===== src/rtl/spi_pkg.sv =====
// rtl/spi_pkg.sv - shared state encoding and constants for the SPI register slave
package spi_pkg;

    typedef enum logic [1:0] {
        IDLE = 2'd0,
        CMD  = 2'd1,
        DATA = 2'd2
    } state_t;

    localparam int SPI_ADDR_W = 7;
    localparam int SPI_RW_BIT = 7;

    // Register indices used by the game configuration logic.
    localparam int REG_SPEED  = 0;
    localparam int REG_PADDLE = 1;
    localparam int REG_COLOUR = 2;
    localparam int REG_SOUND  = 3;

endpackage


===== src/rtl/pin_sync.sv =====
// rtl/pin_sync.sv - 2-FF synchroniser for one asynchronous pin
// Ports: clk, rst (async active-high), pin (async in), sync (synchronised out).
// RESET_VAL is the idle level of the pin, so no false edge appears after reset.
module pin_sync #(
    parameter logic RESET_VAL = 1'b0
) (
    input  logic clk,
    input  logic rst,
    input  logic pin,
    output logic sync
);

    logic meta;

    always_ff @(posedge clk or posedge rst) begin
        if (rst) begin
            meta <= RESET_VAL;
            sync <= RESET_VAL;
        end else begin
            meta <= pin;
            sync <= meta;
        end
    end

endmodule


===== src/rtl/spi_reg_slave.sv =====
// rtl/spi_reg_slave.sv - SPI mode-0 slave decoding {rw,addr}+data frames into a register file
// Ports: clk, rst (async active-high); sck_pin, ss_pin, mosi_pin (async SPI pins);
//        miso, miso_en (SPI out); regs_flat (reg i at [8*i+7:8*i]);
//        wr_stb, wr_addr, wr_data (1-clk pulse per accepted write).
// Build option: SPI_AUTOINC_EN enables address auto-increment across burst data bytes.
module spi_reg_slave
    import spi_pkg::*;
#(
    parameter int NUM_REGS = 8
) (
    input  logic                    clk,
    input  logic                    rst,
    input  logic                    sck_pin,
    input  logic                    ss_pin,
    input  logic                    mosi_pin,
    output logic                    miso,
    output logic                    miso_en,
    output logic [NUM_REGS*8-1:0]   regs_flat,
    output logic                    wr_stb,
    output logic [SPI_ADDR_W-1:0]   wr_addr,
    output logic [7:0]              wr_data
);

    logic sck_s, ss_s, mosi_s;
    logic sck_d, ss_d;

    pin_sync #(.RESET_VAL(1'b0)) u_sync_sck  (.clk(clk), .rst(rst), .pin(sck_pin),  .sync(sck_s));
    pin_sync #(.RESET_VAL(1'b1)) u_sync_ss   (.clk(clk), .rst(rst), .pin(ss_pin),   .sync(ss_s));
    pin_sync #(.RESET_VAL(1'b0)) u_sync_mosi (.clk(clk), .rst(rst), .pin(mosi_pin), .sync(mosi_s));

    state_t                  state, next_state;
    logic [2:0]              bit_cnt;
    logic [6:0]              rx;
    logic [7:0]              tx;
    logic [SPI_ADDR_W-1:0]   addr;
    logic                    rw;
    logic [7:0]              regs [NUM_REGS];

    logic                    sck_rise, sck_fall, ss_rise, ss_fall;
    logic                    sck_act, byte_done, data_active, wr_en, mapped;
    logic [7:0]              rx_byte, rd_data;

    assign sck_rise = sck_s & ~sck_d;
    assign sck_fall = ~sck_s & sck_d;
    assign ss_rise  = ss_s & ~ss_d;
    assign ss_fall  = ~ss_s & ss_d;

    // An ss rise in the same cycle as an sck rise wins: the sck edge is dropped.
    assign sck_act   = (state != IDLE) && !ss_rise;
    assign rx_byte   = {rx, mosi_s};
    assign byte_done = sck_act && sck_rise && (bit_cnt == 3'd7);

`ifdef SPI_AUTOINC_EN
    assign data_active = 1'b1;
`else
    // Only the first data byte after the command byte is acted on.
    logic first;
    assign data_active = first;
`endif

    always_comb begin
        rd_data = 8'h00;
        mapped  = 1'b0;
        for (int i = 0; i < NUM_REGS; i++) begin
            if (addr == SPI_ADDR_W'(i)) begin
                rd_data = regs[i];
                mapped  = 1'b1;
            end
        end
    end

    assign wr_en   = byte_done && (state == DATA) && !rw && data_active && mapped;
    assign miso    = (state == DATA) && tx[7];
    assign miso_en = ~ss_s;

    for (genvar g = 0; g < NUM_REGS; g++) begin : g_flat
        assign regs_flat[8*g +: 8] = regs[g];
    end

    always_ff @(posedge clk or posedge rst) begin
        if (rst) begin
            state <= IDLE;
        end else begin
            state <= next_state;
        end
    end

    always_comb begin
        next_state = state;
        case (state)
            IDLE:    if (ss_fall) next_state = CMD;
            CMD:     if (ss_rise) next_state = IDLE;
                     else if (byte_done) next_state = DATA;
            DATA:    if (ss_rise) next_state = IDLE;
            default: next_state = IDLE;
        endcase
    end

    always_ff @(posedge clk or posedge rst) begin
        if (rst) begin
            sck_d   <= 1'b0;
            ss_d    <= 1'b1;
            bit_cnt <= 3'd0;
            rx      <= 7'd0;
            tx      <= 8'h00;
            addr    <= '0;
            rw      <= 1'b0;
            wr_stb  <= 1'b0;
            wr_addr <= '0;
            wr_data <= 8'h00;
`ifndef SPI_AUTOINC_EN
            first   <= 1'b0;
`endif
            for (int i = 0; i < NUM_REGS; i++) regs[i] <= 8'h00;
        end else begin
            sck_d  <= sck_s;
            ss_d   <= ss_s;
            wr_stb <= 1'b0;
            if (!sck_act) begin
                // Deselect (or idle) discards any partial byte.
                bit_cnt <= 3'd0;
                tx      <= 8'h00;
            end else if (sck_rise) begin
                rx      <= rx_byte[6:0];
                bit_cnt <= bit_cnt + 3'd1;
                if (bit_cnt == 3'd7) begin
                    if (state == CMD) begin
                        rw   <= rx_byte[SPI_RW_BIT];
                        addr <= rx_byte[SPI_ADDR_W-1:0];
`ifndef SPI_AUTOINC_EN
                        first <= 1'b1;
`endif
                    end else begin
                        if (wr_en) begin
                            wr_stb  <= 1'b1;
                            wr_addr <= addr;
                            wr_data <= rx_byte;
                            for (int i = 0; i < NUM_REGS; i++) begin
                                if (addr == SPI_ADDR_W'(i)) regs[i] <= rx_byte;
                            end
                        end
`ifdef SPI_AUTOINC_EN
                        addr <= addr + 1'b1;
`else
                        first <= 1'b0;
`endif
                    end
                end
            end else if (sck_fall && state == DATA) begin
                // First fall of a byte presents the new read data; later falls shift it out.
                if (bit_cnt == 3'd0) begin
                    tx <= (rw && data_active) ? rd_data : 8'h00;
                end else begin
                    tx <= {tx[6:0], 1'b0};
                end
            end
        end
    end

endmodule


===== config.mk =====
export PLATFORM = sky130hd
export DESIGN_NAME = spi_reg_slave
export DESIGN_NICKNAME = d
export VERILOG_FILES = /design/src/rtl/spi_pkg.sv /design/src/rtl/pin_sync.sv /design/src/rtl/spi_reg_slave.sv
export SDC_FILE = /design/constraint.sdc
export NUM_CORES = 1
export LEC_CHECK = 0
export CAP_MARGIN = 20
export CORE_MARGIN = 2
export CORE_UTILIZATION = 34
export CTS_BUF_LIST = sky130_fd_sc_hd__clkbuf_4 sky130_fd_sc_hd__clkbuf_8
export CTS_CLUSTER_SIZE = 40
export DETAILED_ROUTE_END_ITERATION = 12
export PLACE_DENSITY = 0.52
export SYNTH_ARGS = -nofsm -noshare
export SYNTH_HDL_FRONTEND = slang
export SYNTH_SLANG_ARGS = --single-unit

===== constraint.sdc =====
create_clock -name clk -period 8.8 [get_ports clk]
set_input_delay 2.2 -clock clk [delete_from_list [all_inputs] [get_ports clk]]
set_output_delay 2.2 -clock clk [all_outputs]
set_load 0.01 [all_outputs]

Word level (Yosys, flattened, before mapping)
Index checks and enable logic that the tools add are counted.
{"block": "word_totals", "register_bits": 117, "out_inout_bits": 82}
{"block": "op_classes", "n_addsub": 1, "n_eq_ne": 16, "n_mux": 34, "bitwise_logic": 9, "reduce_logical": 30}
{"cell": "8-bit two-way mux", "count": 13}
{"cell": "6-bit AND reduction", "count": 8}
{"cell": "7-bit by 3-bit == test with 1-bit output, second input constant", "count": 4}
{"cell": "7-bit by 2-bit == test with 1-bit output, second input constant", "count": 2}
{"cell": "1-bit two-way mux", "count": 14}
{"cell": "1-bit logical AND", "count": 10}
{"cell": "2-bit two-way mux", "count": 4}
{"cell": "2-bit != test, second input constant", "count": 4}
{"cell": "7-bit by 1-bit == test with 1-bit output, second input constant", "count": 1}
{"cell": "7-bit zero test", "count": 1}
{"cell": "3-bit two-way mux", "count": 2}
{"cell": "2-bit one-hot mux with 3 select lines", "count": 1}
{"cell": "3-bit AND reduction", "count": 2}
{"cell": "1-bit inverter", "count": 5}
{"cell": "5-bit AND reduction", "count": 1}
{"cell": "1-bit bitwise AND", "count": 4}
{"cell": "2-bit AND reduction", "count": 2}
{"cell": "4-bit AND reduction", "count": 1}
{"cell": "3-bit by 1-bit adder with 3-bit output, second input constant", "count": 1}
{"cell": "3-bit == test, second input constant", "count": 1}
{"cell": "3-bit zero test", "count": 1}
{"cell": "3-bit != test, second input constant", "count": 1}
{"cell": "2-bit by 1-bit == test with 1-bit output, second input constant", "count": 1}
{"cell": "2-bit == test, second input constant", "count": 1}
{"cell": "4 further kinds", "count": 5}

Longest topological paths before layout
{"block": "logic_depth", "ltp_word": 15, "ltp_mapped": 6, "depth_no_buf": 6}

By module
A second synthesis with hierarchy kept.
{"block": "unflattened", "cells_unflattened": 404, "hier_area_um2": 5318.9}
{"mod": "spi_reg_slave", "n_inst": 1, "cells_each": 395, "area_per_inst_um2": 5154.9, "seq_area_each_um2": 2778.9}
{"mod": "pin_sync (u_sync_mosi ...)", "n_inst": 2, "cells_each": 3, "area_per_inst_um2": 53.8, "seq_area_each_um2": 50.0}
{"mod": "pin_sync (u_sync_ss)", "n_inst": 1, "cells_each": 3, "area_per_inst_um2": 56.3, "seq_area_each_um2": 52.6}

Worst setup path before layout
OpenSTA, ideal clock, no wires.
{"block": "synth_timing", "kind": "flip-flop to output port", "start": "register state[1]", "end": "output miso", "arrival_ps": 876, "required_time_ps": 6600, "path_slack_ps": 5724, "path_stages_with_launch": 4, "path_buffers": 1, "path_cell_list": "dfrtp_1 -> buf_2 -> nor2b_1 -> and2_1"}
{"block": "synth_between", "elab_chain_cells": 2}
{"item": "start: declaration", "line_no": "spi_reg_slave.sv:31", "rtl": "state_t state, next_state;"}
{"item": "start signal: assignment", "line_no": "spi_reg_slave.sv:84", "rtl": "state <= next_state;"}
{"item": "2-bit == test", "line_no": "spi_reg_slave.sv:73", "rtl": "assign miso = (state == DATA) && tx[7];"}
{"item": "1-bit logical AND", "line_no": "spi_reg_slave.sv:73"}
{"item": "end: declaration", "line_no": "spi_reg_slave.sv:16", "rtl": "output logic miso,"}
No other way between the ends.

Worst setup path in the final report
Ends and elaborated chain as after synthesis.

==> impl_results.md <==
- # clock sinks: roughly 120
- Post-synth cell types: between 40 and 50
- Cts repair resizes: 0
- Area occupied by registers: 2930 sq um
- Final TNS setup: 0 ps
- Pwr Total: 1.07 mW
- Per-cell routed wire length: slightly above 20 microns
- Drt pass-1 iters: 5
- Slew Limit Fails: 0
- Clock H-tree levels: 4
- Detail Route Antenna Nets: 0
- Dpl cell area: 6310 sq um
- Fmax: 0.241 GHz
- Synth top area cells: dfrtp_1 (54%), mux2_2 (18%), nor4_4 (3.6%)
- Total vias in the final route: around 3600
- VDD IR-drop max: 0.0841 mV
- Cell taking the most area after synthesis: dfrtp_1
- Drt initial violations: 221
- Fillers: 1428
- Routed Wire Length: 14000 microns
- Seq pwr share: 56.6%
- Hold Buf Count CTS: 0
- Static Leak: 2.99 nW
- Hold Slack: 349 ps
- Largest net degree at the start of global routing: 66
- GRT overflow: 0
- Commonest cells in the netlist: dfrtp_1 (114), mux2_2 (85), nand2_1 (25)
- Hold Path Stages: 0
- Global-route wire length before repair: 21900 microns
- Setup Buffers After CTS: 0
- Gpl congestion: 0.793
- Initial antenna violation count: 1
- Post-Syn Nets: a little over 400
- Post-Syn Instances: approximately 400
- Rows: 45
- Sequential fraction of the synthesis area: roughly 55%
- Area of the multi-input gates: 2230 sq um
- Worst slew pin tran: 941 ps
- Top FF cell, synth: dfrtp_1
- GRT Overall Usage: 17.8%
- Crit path required time: 6600 ps
- DRC viols: 0
- Post-synthesis cell area: 5310 sq um
- Status: completed
- Clock group share of total power: between 30% and 40%
- Port bufs: 86
- Startpoint of the worst hold path: u_sync_mosi.meta$_DFF_PP0_
- Number of global-route vias before repair: 3697
- Fraction of layout cells with a size suffix above 1: 28.5%
- Comb pwr share: 3.6%
- Root Driver: clkbuf_8
- DIE WIDTH: 129 microns
- Worst setup path class: reg -> out
- Die Ht: 129 microns
- Hold WC Path Type: reg -> reg
- Post-Layout Inst Area: ~6700 sq um
- Core box area: 15200 sq um
- Reg2Reg Depth: 4
- Die footprint: ~17000 sq um
- Rel. slew slack: a little under two fifths
- Layout area overhead: 25.3%
- Crit path DAT: roughly 2000 ps
- Psw: 315 uW
- Number of synthesized flops with an enable pin: 0
- CTS tree: built
- CTS Buf Count: 17
- Worst Path Max Fanout: 9
- Nets: 490
- Final Hold Fails: 0
- Clock insertion delay at the later pin of the skew report: approximately 430 ps
- Power Internal: 759 uW
- Clock-pin slew on the worst setup and hold paths: 80 ps
- R2R Path Start: addr[3]$_DFFE_PP0P_
- HPWL after detailed placement: 9350 microns
- Dominant cell by count in the synthesized netlist: dfrtp_1
- Clock Tree Buf Depth: 2
- Syn avg cell area: 13.2 sq um
- Period utilization: 47.2%
- ANT cells: 0
- Ports: 87
- Clock skew: 15.5 ps
- CP endpoint kind: output pin
- Yosys reg bits: 117
- Vias per cell: 5.20
- CP startpoint kind: flip-flop
- Setup Viol. Count Final: 0
- Critical Path Start: state[1]$_DFFE_PP0P_
- Yosys warns: 0
- Synth async-reset ratio: 100%
- Pwr Density: between 150 and 200 nW/um^2
- Fin crit period: roughly 4200 ps
- Max_cap viols: 0
- Switching fraction of total power: 29.3%
- Initial Utilization: 34.9%
- Synth top area share: 53.7%
- RSZ-0062 raised after global routing: false
-- critical path: stages (launching register included) --
cell and delay [ps]:
dfrtp_1 540, nor2b_1 280, and2_1 170, clkdlybuf4s50_1 540
-- layout make-up --
class | instances | share of cell area [%]
Sequential cell | 117 | 44.1
Multi-Input combinational cell | 249 | 33.5
Timing Repair Buffer | 89 | 13.3
Tap cell | 188 | 3.54
Clock buffer | 17 | 3.52
Clock inverter | 15 | 1.58
Inverter | 8 | 0.489
-- registers in the layout, summed over array words and instances, names as in the netlist, 2 cells and up --
name,cells
addr,7
bit_cnt,3
regs_flat,64
rx,7
state,2
tx,8
wr_addr,7
wr_data,8
-- per-stage QoR --
stage,utilization (%),instances,setup WS [ps]
global route,43.8,683,4490
floorplan,-,401,3500
CTS,43.8,683,4610
finish,43.8,683,4650
global placement,41.5,651,4800
detailed placement,41.5,651,4760
-- per-layer routing --
| layer | share of wire [%] | global-route usage, % | up-vias |
|---|---|---|---|
| met5 | 0.093 | 0 | - |
| met1 | 49 | 26.2 | 1809 |
| met2 | 45 | 25.7 | 98 |
| li1 | - | - | 1634 |
| met3 | 4.4 | 4.95 | 10 |
| met4 | 0.72 | 4.73 | 2 |
-- logic make-up after synthesis --
logic type	synth area share, %
compound gates	7.90
xor+xnor	0.165
fa+ha+maj	0.707
buf+inv	2.85
flops	55.2
mux	22.7
simple gates	10.4
-- power by group through the flow --
stage	Sequential, mW	Clock [mW]	Combinational (mW)
floorplan	0.569	0	0.0533
global placement	0.616	0	0.0385
detailed placement	0.617	0	0.0395
CTS	0.607	0.441	0.0397
global route	0.610	0.468	0.0451
finish	0.608	0.427	0.0388
-- cell usage in the layout (no fill, tap or decap), types with 2 or more instances in the layout --
cell type / synthesis / routed
dfrtp_1: 114 / 114
a21oi_1: 13 / 13
clkinv_2: 0 / 6
inv_6: 0 / 4
nand3b_1: 5 / 5
nor4_4: 9 / 9
inv_1: 8 / 7
nor2_1: 10 / 10
a21o_1: 2 / 2
a32oi_1: 8 / 8
clkdlybuf4s50_1: 0 / 86
buf_4: 2 / 3
nand2_1: 25 / 25
clkinv_4: 0 / 2
clkbuf_8: 0 / 17
nor2b_1: 4 / 4
nand4b_1: 2 / 2
and2_1: 5 / 5
dfstp_2: 3 / 3
nand2b_1: 4 / 4
ha_1: 3 / 3
a2bb2oi_1: 5 / 5
nand3_1: 3 / 3
mux2i_1: 17 / 17
clkinvlp_4: 0 / 3
mux2_2: 85 / 85
o22ai_1: 5 / 5
mux4_2: 3 / 3
o21ai_0: 19 / 19
-- final timing paths --
kind                            slack (ps)                    endpoint
worst max-delay path                  4650                        miso
worst min-delay path                   350  u_sync_mosi.sync$_DFF_PP0_
worst max register to register        5640   regs_flat[46]$_DFFE_PP0P_
worst min register to register         350  u_sync_mosi.sync$_DFF_PP0_
max in group asynchronous             5340   regs_flat[46]$_DFFE_PP0P_
min in group asynchronous             2280      bit_cnt[1]$_DFFE_PP0P_
Note: power is estimated with default switching activity, not from simulation.
